--- src/rtl/kmeans_pkg.sv ---
// Shared definitions for the centroid tracking slice.
//   state_e   : tracker FSM states (IDLE / WAIT_RESULT)
//   X_W / Y_W : coordinate widths (11-bit x, 10-bit y)
//   D_W       : width of a Manhattan distance (fits 2047 + 1023)
//   point_t   : packed {x, y} coordinate
//   manhattan : |dx| + |dy| between two points, unsigned D_W bits
package kmeans_pkg;

    localparam int X_W = 11;
    localparam int Y_W = 10;
    localparam int D_W = 12;

    typedef enum logic {
        ST_IDLE        = 1'b0,
        ST_WAIT_RESULT = 1'b1
    } state_e;

    typedef struct packed {
        logic [X_W-1:0] x;
        logic [Y_W-1:0] y;
    } point_t;

    function automatic logic [D_W-1:0] manhattan(input point_t a, input point_t b);
        logic [X_W-1:0] dx;
        logic [Y_W-1:0] dy;
        dx = (a.x >= b.x) ? (a.x - b.x) : (b.x - a.x);
        dy = (a.y >= b.y) ? (a.y - b.y) : (b.y - a.y);
        return D_W'(dx) + D_W'(dy);
    endfunction

endpackage

--- src/rtl/centroid_sort3.sv ---
// Registered three-point sort by ascending x, one cycle of latency.
// Equal x values keep input order (a before b before c).
// Ports:
//   clk_in, rst_n_in       : clock, asynchronous active-low reset
//   valid_in               : load a new sorted set this cycle
//   a_in, b_in, c_in       : points to sort
//   key_0/1/2_out          : sorted points (key_0 smallest x)
//   valid_out              : one-cycle pulse when the keys refresh
module centroid_sort3 import kmeans_pkg::*; #(
    parameter int SEED_AX = 320,
    parameter int SEED_BX = 640,
    parameter int SEED_CX = 960,
    parameter int SEED_Y  = 360
) (
    input  logic   clk_in,
    input  logic   rst_n_in,
    input  logic   valid_in,
    input  point_t a_in,
    input  point_t b_in,
    input  point_t c_in,
    output point_t key_0_out,
    output point_t key_1_out,
    output point_t key_2_out,
    output logic   valid_out
);

    logic [1:0] rank_a, rank_b, rank_c;
    point_t     sorted [3];

    // Rank = number of points that must precede this one. Strict '<' against
    // later inputs and '<=' against earlier ones makes the ranks unique and
    // keeps ties in input order.
    always_comb begin
        rank_a = 2'(b_in.x <  a_in.x) + 2'(c_in.x <  a_in.x);
        rank_b = 2'(a_in.x <= b_in.x) + 2'(c_in.x <  b_in.x);
        rank_c = 2'(a_in.x <= c_in.x) + 2'(b_in.x <= c_in.x);
        sorted[0] = a_in;
        sorted[1] = b_in;
        sorted[2] = c_in;
        sorted[rank_a] = a_in;
        sorted[rank_b] = b_in;
        sorted[rank_c] = c_in;
    end

    always_ff @(posedge clk_in or negedge rst_n_in) begin
        if (!rst_n_in) begin
            key_0_out <= {X_W'(SEED_AX), Y_W'(SEED_Y)};
            key_1_out <= {X_W'(SEED_BX), Y_W'(SEED_Y)};
            key_2_out <= {X_W'(SEED_CX), Y_W'(SEED_Y)};
            valid_out <= 1'b0;
        end else begin
            valid_out <= valid_in;
            if (valid_in) begin
                key_0_out <= sorted[0];
                key_1_out <= sorted[1];
                key_2_out <= sorted[2];
            end
        end
    end

endmodule

--- src/rtl/centroid_tracker.sv ---
// Tracks three cluster centroids across frames. After each frame it asks the
// clustering stage for new means (tabulate_out), waits for the result with a
// timeout, loads in-range means, measures per-cluster movement for
// convergence detection, and publishes the centroids sorted by x.
// Handshake: frame_done_in and km_valid_in are single-cycle pulses with no
// back-pressure; a pulse that arrives in a state that cannot use it is dropped.
// Ports:
//   clk_in, rst_n_in              : clock, asynchronous active-low reset
//   frame_done_in                 : end-of-frame pulse
//   km_valid_in, km_*_x/y_in      : clustering result pulse and means
//   centroid_*_x/y_out            : current centroids (fed back to clustering)
//   tabulate_out                  : one-cycle request for new means
//   key_0/1/2_x/y_out             : centroids sorted by ascending x
//   update_valid_out              : pulse when the key outputs refresh
//   converged_out                 : centroids stable for CONV_FRAMES updates
//   timeout_out                   : sticky, a result wait expired
//   state_out                     : current FSM state (debug)
module centroid_tracker import kmeans_pkg::*; #(
    parameter int H_ACTIVE       = 1280,
    parameter int V_ACTIVE       = 720,
    parameter int SEED_AX        = 320,
    parameter int SEED_BX        = 640,
    parameter int SEED_CX        = 960,
    parameter int SEED_Y         = 360,
    parameter int CONV_THRESH    = 4,
    parameter int CONV_FRAMES    = 3,
    parameter int TIMEOUT_CYCLES = 1 << 20
) (
    input  logic           clk_in,
    input  logic           rst_n_in,
    input  logic           frame_done_in,
    input  logic           km_valid_in,
    input  logic [X_W-1:0] km_a_x_in,
    input  logic [X_W-1:0] km_b_x_in,
    input  logic [X_W-1:0] km_c_x_in,
    input  logic [Y_W-1:0] km_a_y_in,
    input  logic [Y_W-1:0] km_b_y_in,
    input  logic [Y_W-1:0] km_c_y_in,
    output logic [X_W-1:0] centroid_a_x_out,
    output logic [X_W-1:0] centroid_b_x_out,
    output logic [X_W-1:0] centroid_c_x_out,
    output logic [Y_W-1:0] centroid_a_y_out,
    output logic [Y_W-1:0] centroid_b_y_out,
    output logic [Y_W-1:0] centroid_c_y_out,
    output logic           tabulate_out,
    output logic [X_W-1:0] key_0_x_out,
    output logic [X_W-1:0] key_1_x_out,
    output logic [X_W-1:0] key_2_x_out,
    output logic [Y_W-1:0] key_0_y_out,
    output logic [Y_W-1:0] key_1_y_out,
    output logic [Y_W-1:0] key_2_y_out,
    output logic           update_valid_out,
    output logic           converged_out,
    output logic           timeout_out,
    output state_e         state_out
);

    localparam int WC_W = (TIMEOUT_CYCLES > 1) ? $clog2(TIMEOUT_CYCLES) : 1;
    localparam int SC_W = $clog2(CONV_FRAMES + 1);
    localparam logic [WC_W-1:0] WAIT_LAST = WC_W'(TIMEOUT_CYCLES - 1);
    localparam logic [SC_W-1:0] STILL_MAX = SC_W'(CONV_FRAMES);
    localparam logic [X_W:0]    H_LIM     = (X_W + 1)'(H_ACTIVE);
    localparam logic [Y_W:0]    V_LIM     = (Y_W + 1)'(V_ACTIVE);
    localparam logic [D_W-1:0]  THRESH    = D_W'(CONV_THRESH);

    state_e          state_q, state_d;
    logic [WC_W-1:0] wait_cnt_q;
    logic [SC_W-1:0] still_cnt_q;
    logic            timeout_q, converged_q, upd_q;
    logic            accept, expire, still;
    point_t          cent_q   [3];
    point_t          km_pt    [3];
    logic            in_range [3];
    logic [D_W-1:0]  move     [3];
    point_t          key_0, key_1, key_2;

    assign km_pt[0] = {km_a_x_in, km_a_y_in};
    assign km_pt[1] = {km_b_x_in, km_b_y_in};
    assign km_pt[2] = {km_c_x_in, km_c_y_in};

    assign accept = (state_q == ST_WAIT_RESULT) && km_valid_in;
    assign expire = (state_q == ST_WAIT_RESULT) && !km_valid_in && (wait_cnt_q == WAIT_LAST);

    // FSM: state register
    always_ff @(posedge clk_in or negedge rst_n_in) begin
        if (!rst_n_in) state_q <= ST_IDLE;
        else           state_q <= state_d;
    end

    // FSM: next state
    always_comb begin
        state_d = state_q;
        case (state_q)
            ST_IDLE:        if (frame_done_in)     state_d = ST_WAIT_RESULT;
            ST_WAIT_RESULT: if (accept || expire)  state_d = ST_IDLE;
            default:                               state_d = ST_IDLE;
        endcase
    end

    // FSM: outputs
    always_comb begin
        tabulate_out = (state_q == ST_IDLE) && frame_done_in;
    end

    // Out-of-range means (e.g. an empty cluster's divide-by-zero) keep the
    // old centroid and count as no movement.
    always_comb begin
        still = 1'b1;
        for (int i = 0; i < 3; i++) begin
            in_range[i] = ({1'b0, km_pt[i].x} < H_LIM) && ({1'b0, km_pt[i].y} < V_LIM);
            move[i]     = in_range[i] ? manhattan(cent_q[i], km_pt[i]) : '0;
            if (move[i] > THRESH) still = 1'b0;
        end
    end

    always_ff @(posedge clk_in or negedge rst_n_in) begin
        if (!rst_n_in) begin
            wait_cnt_q  <= '0;
            timeout_q   <= 1'b0;
            still_cnt_q <= '0;
            upd_q       <= 1'b0;
            converged_q <= 1'b0;
            cent_q[0]   <= {X_W'(SEED_AX), Y_W'(SEED_Y)};
            cent_q[1]   <= {X_W'(SEED_BX), Y_W'(SEED_Y)};
            cent_q[2]   <= {X_W'(SEED_CX), Y_W'(SEED_Y)};
        end else begin
            // Held at zero while idle so every wait starts from a clean count.
            if (state_q == ST_IDLE) wait_cnt_q <= '0;
            else                    wait_cnt_q <= wait_cnt_q + 1'b1;
            timeout_q <= timeout_q | expire;
            upd_q     <= accept;
            if (accept) begin
                for (int i = 0; i < 3; i++) begin
                    if (in_range[i]) cent_q[i] <= km_pt[i];
                end
                if (!still)                        still_cnt_q <= '0;
                else if (still_cnt_q != STILL_MAX) still_cnt_q <= still_cnt_q + 1'b1;
            end
            // Aligned with the sorted keys, one cycle after the centroids.
            if (upd_q) converged_q <= (still_cnt_q == STILL_MAX);
        end
    end

    centroid_sort3 #(
        .SEED_AX (SEED_AX),
        .SEED_BX (SEED_BX),
        .SEED_CX (SEED_CX),
        .SEED_Y  (SEED_Y)
    ) u_sort (
        .clk_in    (clk_in),
        .rst_n_in  (rst_n_in),
        .valid_in  (upd_q),
        .a_in      (cent_q[0]),
        .b_in      (cent_q[1]),
        .c_in      (cent_q[2]),
        .key_0_out (key_0),
        .key_1_out (key_1),
        .key_2_out (key_2),
        .valid_out (update_valid_out)
    );

    assign centroid_a_x_out = cent_q[0].x;
    assign centroid_a_y_out = cent_q[0].y;
    assign centroid_b_x_out = cent_q[1].x;
    assign centroid_b_y_out = cent_q[1].y;
    assign centroid_c_x_out = cent_q[2].x;
    assign centroid_c_y_out = cent_q[2].y;
    assign key_0_x_out      = key_0.x;
    assign key_0_y_out      = key_0.y;
    assign key_1_x_out      = key_1.x;
    assign key_1_y_out      = key_1.y;
    assign key_2_x_out      = key_2.x;
    assign key_2_y_out      = key_2.y;
    assign converged_out    = converged_q;
    assign timeout_out      = timeout_q;
    assign state_out        = state_q;

endmodule

--- config.mk ---
export PLATFORM = sky130hd
export DESIGN_NAME = centroid_tracker
export DESIGN_NICKNAME = d
export VERILOG_FILES = /design/src/rtl/kmeans_pkg.sv /design/src/rtl/centroid_sort3.sv /design/src/rtl/centroid_tracker.sv
export SDC_FILE = /design/constraint.sdc
export NUM_CORES = 1
export LEC_CHECK = 0
export ABC_AREA = 1
export BUFFER_PORTS_ARGS = -buffer_cell sky130_fd_sc_hd__buf_2
export CAP_MARGIN = 0
export CORE_AREA = 3 3 230 232
export DETAILED_ROUTE_END_ITERATION = 16
export DIE_AREA = 0 0 233 235
export PLACE_DENSITY = 0.57
export SLEW_MARGIN = 0
export SYNTH_ARGS = -nofsm -noshare
export SYNTH_HDL_FRONTEND = slang
export SYNTH_HIERARCHICAL = 1
export SYNTH_SLANG_ARGS = --single-unit
--- constraint.sdc ---
create_clock -name clk_in -period 3.6 [get_ports clk_in]
set_input_delay 0.72 -clock clk_in [delete_from_list [all_inputs] [get_ports clk_in]]
set_output_delay 0.72 -clock clk_in [all_outputs]
set_load 0.02 [all_outputs]
# After elaboration in Yosys (flattened, before gate mapping)
# Cells that the tools add are included.
# Widths: inputs -> output; s select.
[classes]
add_sub_neg = 20
order_cmp = 27
eq_ne = 4
muxes = 27
bitwise_logic = 5
reduce_logical = 16
[op_table]
columns = ["cell", "n"]
rows = [
  ["$bwmux 63", 3],
  ["$demux 21 s2", 3],
  ["$sub 11x11->11", 6],
  ["$mux 21", 3],
  ["$sub 10x10->10", 6],
  ["$add 11x10->12", 3],
  ["$gt 12x3->1 const B", 3],
  ["$mux 12", 3],
  ["$ge 11x11->1", 3],
  ["$le 11x11->1", 3],
  ["$lt 11x11->1", 3],
  ["$lt 11x11->1 const B", 3],
  ["$mux 11", 3],
  ["$ge 10x10->1", 3],
  ["$lt 10x10->1 const B", 3],
  ["$mux 10", 3],
  ["$add 20x1->20 const B", 1],
  ["$eq 20x20->1 const B", 1],
  ["$mux 20", 1],
  ["$logic_and 1x1->1", 10],
  ["$ge 3x3->1 const B", 3],
  ["$lt 3x1->1 const B", 3],
  ["$not 2->3", 3],
  ["$reduce_and 2->1", 4],
  ["12 further kinds", 19],
]
[word_totals]
ff_bits = 153

# Depth between registers and ports, before layout
[logic_depth]
ltp_word = 10
depth_mapped = 30
depth_no_buf = 30

# Cells and area by module
# Netlist, hierarchy kept.
[modules_own_cells]
columns = ["module", "n_inst", "cells_per_inst", "area_each_um2", "seq_area_each_um2"]
rows = [
  ["centroid_tracker", 1, 1587, 10711.5, 2252.2],
  ["centroid_sort3", 1, 629, 4560.6, 1626.6],
]

# Worst setup path after synthesis
# Ideal clock, no wire load.
[synth_timing]
path_type = "input to register"
start = "input km_c_y_in[5]"
end = "register still_cnt_q[0]"
setup_ps = 65
arrival_ps = 3803
required_time_ps = 3535
path_slack_ps = -268
stages = 25
path_cell_list = "inv_1 > ha_1 > buf_2 > nand2_1 > nor2_1 > nand4_1 > o2111ai_2 > buf_4 > mux2_2 > fa_1 > nand3_1 > nand2_1 > nand3_1 > nand2_1 > nand2_1 > nand2_1 > nor2_1 > nand2_1 > nor2_1 > nand4_1 > nand2_1 > inv_1 > nor2_2 > nand4_1 > nand2_1"
[synth_between]
elab_chain_cells = 8
word_cells_on_any_way = 13
[synth_rtl]
columns = ["element", "line", "source"]
rows = [
  ["start, declared", "centroid_tracker.sv:38", "input logic [Y_W-1:0] km_c_y_in,"],
  ["$sub 10x10->10 / $ge 10x10->1 (equally long branches)", "kmeans_pkg.sv:27", "dy = (a.y >= b.y) ? (a.y - b.y) : (b.y - a.y);"],
  ["$mux 10", "kmeans_pkg.sv:27", ""],
  ["$add 11x10->12", "kmeans_pkg.sv:28", "return D_W'(dx) + D_W'(dy);"],
  ["$mux 12 (*)", "centroid_tracker.sv:111", "move[i] = in_range[i] ? manhattan(cent_q[i], km_pt[i]) : '0;"],
  ["$gt 12x3->1 (*)", "centroid_tracker.sv:112", "if (move[i] > THRESH) still = 1'b0;"],
  ["$mux 1 (*)", "centroid_tracker.sv:112", ""],
  ["$ne 2x1->1 (no line)", "n/a", ""],
  ["$reduce_and 2->1 (no line)", "n/a", ""],
  ["end signal, assigned", "centroid_tracker.sv:137", "else if (still_cnt_q != STILL_MAX) still_cnt_q <= still_cnt_q + 1'b1;"],
  ["end, declared", "centroid_tracker.sv:68", "logic [SC_W-1:0] still_cnt_q;"],
]
# Every way passes the cells marked *; elsewhere a longest branch is shown, timed or not.
# A chain may end at the register's enable or synchronous reset.

# Worst setup path after layout
[layout_timing]
start = "register cent_q (netlist bit centroid_c_y_out[5])"
end = "register still_cnt_q[0]"
[layout_between]
elab_chain_cells = 8
word_cells_on_any_way = 11
[layout_rtl]
columns = ["element", "line", "source"]
rows = [
  ["start, declared", "centroid_tracker.sv:71", "point_t cent_q [3];"],
  ["start signal, assigned by index", "centroid_tracker.sv:134", "if (in_range[i]) cent_q[i] <= km_pt[i];"],
  ["$sub 10x10->10 / $ge 10x10->1 (equally long branches)", "kmeans_pkg.sv:27", ""],
  ["$mux 10 (*)", "kmeans_pkg.sv:27", ""],
  ["$add 11x10->12 (*)", "kmeans_pkg.sv:28", ""],
  ["$mux 12 (*)", "centroid_tracker.sv:111", ""],
  ["$gt 12x3->1 (*)", "centroid_tracker.sv:112", ""],
  ["$mux 1 (*)", "centroid_tracker.sv:112", ""],
  ["$ne 2x1->1 (no line)", "n/a", ""],
  ["$reduce_and 2->1 (no line)", "n/a", ""],
]
# Marked as above.

==> flow_summary.html <==
<table>
<tr><th>Metric</th><th>Value</th></tr>
<tr><th colspan="2">Outcome</th></tr>
<tr><td>Status</td><td>finished, violations left</td></tr>
<tr><td>Violated checks</td><td>setup timing</td></tr>
<tr><th colspan="2">Yosys</th></tr>
<tr><td>Top-count cell post-synth</td><td>nand2_1</td></tr>
<tr><td>Cell accounting for the most synthesized area</td><td>dfrtp_1</td></tr>
<tr><td>Synthesized flop and latch total</td><td>153</td></tr>
<tr><td>Main synth FF type</td><td>dfrtp_1</td></tr>
<tr><td>Most used standard cells in the synthesized netlist</td><td>nand2_1, inv_1, a21oi_1</td></tr>
<tr><td>Top area cells in the synthesized netlist</td><td>dfrtp_1, ha_1, nand2_1, inv_1, dfstp_2</td></tr>
<tr><td>Cell area after synthesis</td><td>15300 um^2</td></tr>
<tr><td>Cell count after synthesis</td><td>2216</td></tr>
<tr><td>Sequential fraction of the synthesis area</td><td>25.4%</td></tr>
<tr><td>Portion of synthesized cell area occupied by the leading cell type</td><td>18.5%</td></tr>
<tr><td>Synthesized Nets</td><td>2489</td></tr>
<tr><td>Share of synthesized registers carrying an async set or reset</td><td>100%</td></tr>
<tr><td>Number of unique standard cell types used by synthesis</td><td>48</td></tr>
<tr><td>Ys Warns</td><td>6</td></tr>
<tr><td>Number of enable flip-flop cells after synthesis</td><td>0</td></tr>
<tr><td>Average cell area after synthesis</td><td>6.89 um^2</td></tr>
<tr><th colspan="2">Worst setup path</th></tr>
<tr><td>Worst Reg2Reg Path Length in Cells</td><td>23</td></tr>
<tr><td>WP data arrival</td><td>4.06 ns</td></tr>
<tr><td>Most numerous cell on the critical path</td><td>nand2_1</td></tr>
<tr><td>Worst-path cell chain</td><td>buf_4 -&gt; inv_1 -&gt; ha_1 -&gt; a21o_1 -&gt; a221oi_1 -&gt; nand3_1 -&gt; xor2_1 -&gt; mux2_2 -&gt; inv_1 -&gt; ha_1 -&gt; nor2_2 -&gt; o21ai_1 -&gt; inv_1 -&gt; nand3_1 -&gt; nor2_1 -&gt; nand2_1 -&gt; nor2_1 -&gt; nand4_1 -&gt; nand2_2 -&gt; nand4_1 -&gt; nand2_1 -&gt; nand2_1 -&gt; nand2_1</td></tr>
<tr><td>Peak per-stage delay on the critical path</td><td>0.56 ns</td></tr>
<tr><td>CP Capture Type</td><td>register</td></tr>
<tr><td>Class of the most critical setup path</td><td>reg -&gt; reg</td></tr>
<tr><td>Maximum fanout count along the critical path</td><td>6</td></tr>
<tr><td>Sort of element at the start of the critical path</td><td>register</td></tr>
<tr><td>Worst endpoint required time</td><td>4.03 ns</td></tr>
<tr><td>End of the worst register-to-register path</td><td>still_cnt_q[0]</td></tr>
<tr><td>Gate family responsible for the most delay along the worst path</td><td>simple AND/OR/NAND/NOR gates</td></tr>
<tr><td>R2r startpoint</td><td>centroid_c_y_out[5]</td></tr>
<tr><td>Slowest-stage cell, CP</td><td>dfstp_2</td></tr>
<tr><td>Combined buffer and inverter count along the critical path</td><td>4</td></tr>
<tr><td>Setup slack, reg-to-reg</td><td>-0.04 ns</td></tr>
<tr><th colspan="2">Drt</th></tr>
<tr><td>Count of antenna-violating nets left after detailed routing</td><td>0</td></tr>
<tr><td>Routed wl met2</td><td>28300 um</td></tr>
<tr><td>Violation count after the first detailed-route iteration</td><td>1174</td></tr>
<tr><td>Remaining design rule violation count</td><td>0</td></tr>
<tr><td>Wirelength per Cell</td><td>17.2 um</td></tr>
<tr><td>Number of vias after detailed routing</td><td>16747</td></tr>
<tr><td>Post-Route M1 WL</td><td>27100 um</td></tr>
<tr><td>Total wirelength of the detailed-routed design</td><td>60000 um</td></tr>
<tr><td>Detailed-routing iteration count for the pre-antenna-repair pass</td><td>5</td></tr>
<tr><td>Vias per Instance</td><td>4.82</td></tr>
<tr><td>Highest routed layer</td><td>met4</td></tr>
<tr><td>Met3 wire len</td><td>2910 um</td></tr>
<tr><th colspan="2">Timing</th></tr>
<tr><td>Skew final</td><td>0.0148 ns</td></tr>
<tr><td>Transition time of the tightest slew-check pin</td><td>1.17 ns</td></tr>
<tr><td>Post-route minimum period</td><td>3.64 ns</td></tr>
<tr><td>Number of max-slew violations in the final report</td><td>0</td></tr>
<tr><td>RSZ-0062 raised after global routing</td><td>yes</td></tr>
<tr><td>Highest attainable clock frequency</td><td>275 MHz</td></tr>
<tr><td>Final Hold Vio Count</td><td>0</td></tr>
<tr><td>Worst slew margin relative to its limit</td><td>21.7%</td></tr>
<tr><td>Share of the clock period used by the worst path after layout</td><td>101%</td></tr>
<tr><td>Post-route worst setup slack</td><td>-0.0382 ns</td></tr>
<tr><td>Final Setup Violations</td><td>2</td></tr>
<tr><th colspan="2">CTS</th></tr>
<tr><td>Level count of the clock H-tree</td><td>4</td></tr>
<tr><td>Clock insertion delay at the later pin of the skew report</td><td>0.49 ns</td></tr>
<tr><td>Buffer cell driving the clock tree root</td><td>clkbuf_16</td></tr>
<tr><td>Max Buffers Root-to-Sink</td><td>2</td></tr>
<tr><td>TritonCTS clock tree</td><td>done</td></tr>
<tr><td>Total CTS buffers</td><td>17</td></tr>
<tr><td>Number of sinks handled by clock tree synthesis</td><td>153</td></tr>
<tr><td>Quantity of hold-fixing buffers added after cts</td><td>0</td></tr>
<tr><td>Clock edge transition at the registers on the reported setup and hold paths</td><td>0.07 ns</td></tr>
<tr><th colspan="2">Place</th></tr>
<tr><td>IO buf count</td><td>197</td></tr>
<tr><td>Routability-driven placement congestion ratio</td><td>0.910</td></tr>
<tr><td>Number of placed cells counting well taps</td><td>3425</td></tr>
<tr><td>DP Area</td><td>20200 um^2</td></tr>
<tr><td>Post-detailed-placement half-perimeter wirelength</td><td>47800 um</td></tr>
<tr><th colspan="2">Cells and area</th></tr>
<tr><td>Fin util</td><td>42.6%</td></tr>
<tr><td>Final Instance Count excl. Fillers</td><td>3478</td></tr>
<tr><td>FILL cells</td><td>5170</td></tr>
<tr><td>Layout area overhead</td><td>42.9%</td></tr>
<tr><td>Post-route standard cell area excluding fillers</td><td>21800 um^2</td></tr>
<tr><td>NumNets Final</td><td>3057</td></tr>
<tr><td>Share of layout cells above drive strength 1</td><td>32.3%</td></tr>
<tr><th colspan="2">Global route</th></tr>
<tr><td>Pin count of the biggest net entering global routing</td><td>73</td></tr>
<tr><td>Global-route wire length before repair</td><td>91800 um</td></tr>
<tr><td>Initial antenna violation count</td><td>1</td></tr>
<tr><td>Global-route total usage across every layer</td><td>21.6%</td></tr>
<tr><td>Vias in the first global route</td><td>16353</td></tr>
<tr><td>Overflow left after global routing</td><td>0</td></tr>
<tr><th colspan="2">Power</th></tr>
<tr><td>Design Power</td><td>21.4 mW</td></tr>
<tr><td>Power density over cell area</td><td>981 nW/um^2</td></tr>
<tr><td>Static leakage</td><td>11.4 nW</td></tr>
<tr><td>Peak supply drop</td><td>0.591 mV</td></tr>
<tr><th colspan="2">Floorplanning</th></tr>
<tr><td>Floorplan row count</td><td>83</td></tr>
<tr><td>Y dimension of the die</td><td>235 um</td></tr>
<tr><td>Area of the die</td><td>54800 um^2</td></tr>
<tr><td>Placeable core area</td><td>51200 um^2</td></tr>
<tr><td>Die extent in x</td><td>233 um</td></tr>
<tr><td>Initial core utilization</td><td>29.8%</td></tr>
<tr><td>Number of top-level pins</td><td>198</td></tr>
<tr><th colspan="2">Min path</th></tr>
<tr><td>Worst min-delay path class</td><td>in -&gt; async</td></tr>
<tr><th colspan="2">Flow run</th></tr>
<tr><td># Max-Cap Violations</td><td>0</td></tr>
</table>
## stage by stage
step / hold slack (ns) / TNS, ns / worst slack (ns)
floorplan: 0.390 / 0 / 0.00112
global placement: 0.435 / -1.30 / -0.649
detailed placement: 0.458 / -1.43 / -0.716
CTS: 0.277 / -0.0612 / -0.0331
global route: 0.307 / -0.579 / -0.299
finish: 0.281 / -0.0588 / -0.0382
## cell families (layout without fill, tap and decap cells)
family | count (synthesis) | after routing | share of synthesized area [%]
other | 0 | 1 | 0
xor gates and xnor gates | 62 | 62 | 3.56
muxes | 16 | 16 | 1.11
DFF | 153 | 153 | 25.4
and+or+nand+nor | 847 | 847 | 23.0
AOI/OAI and AO/OA | 478 | 479 | 17.8
adders and majority gates | 206 | 206 | 17.6
buffers and inverters | 454 | 1034 | 11.5
## layout by cell type (no fill, tap or decap), types with 59 or more instances in the layout
| master | instances |
|---|---|
| buf_2 | 196 |
| nand2_1 | 514 |
| nor2_1 | 135 |
| nand3_1 | 68 |
| inv_1 | 370 |
| o211ai_1 | 59 |
| dfrtp_1 | 109 |
| buf_4 | 403 |
| a21oi_1 | 184 |
| ha_1 | 135 |
| o21ai_0 | 132 |
## report_power, final
part	switching (mW)	total, mW	internal (mW)
combinational	9.50	16.5	7.02
sequential	0.582	3.01	2.42
clock	0.908	1.88	0.974
## flip-flops by register name (all words and copies together), names as in the netlist, 2 cells and up
register / count
u_sort/key_2_out: 21
centroid_a_y_out: 10
u_sort/key_1_out: 21
u_sort/key_0_out: 21
wait_cnt_q: 20
centroid_c_y_out: 10
centroid_c_x_out: 11
still_cnt_q: 2
centroid_b_x_out: 11
centroid_a_x_out: 11
centroid_b_y_out: 10
## routing by layer
layer	global-route usage, %	up-vias
met5	0	-
met4	6.96	0
met3	3.29	73
met2	35.7	441
met1	28.7	7926
li1	-	8307
## cell type report
cell class / instances / area [um^2] / share of cell area [%]
Clock inverter: 13 / 136 / 0.625
Antenna cell: 1 / 2.50 / 0.0115
Multi-Input combinational cell: 1610 / 10900 / 49.8
Inverter: 390 / 1470 / 6.73
Tap cell: 680 / 851 / 3.90
Sequential cell: 153 / 3880 / 17.8
Timing Repair Buffer: 612 / 4180 / 19.1
Clock buffer: 19 / 433 / 1.98
## how the worst max path moves through the flow
stage	startpoint	to	cells after the start
finish	centroid_c_y_out[5]	still_cnt_q[0]	23
floorplan	km_c_x_in[8]	still_cnt_q[0]	25
global route	centroid_c_x_out[2]	still_cnt_q[0]	27
CTS	centroid_c_y_out[0]	still_cnt_q[1]	26
detailed placement	km_b_y_in[7]	still_cnt_q[0]	24
global placement	km_b_y_in[7]	still_cnt_q[0]	25
## repair_timing
action | in CTS | in global routing
cloned | 0 | 2
endpoints found under the setup margin | 2 | 2
pin swaps | 31 | 87
setup buffers | 7 | 11
gates resized for setup | 44 | 138
Power figures use the tool's default switching activity.
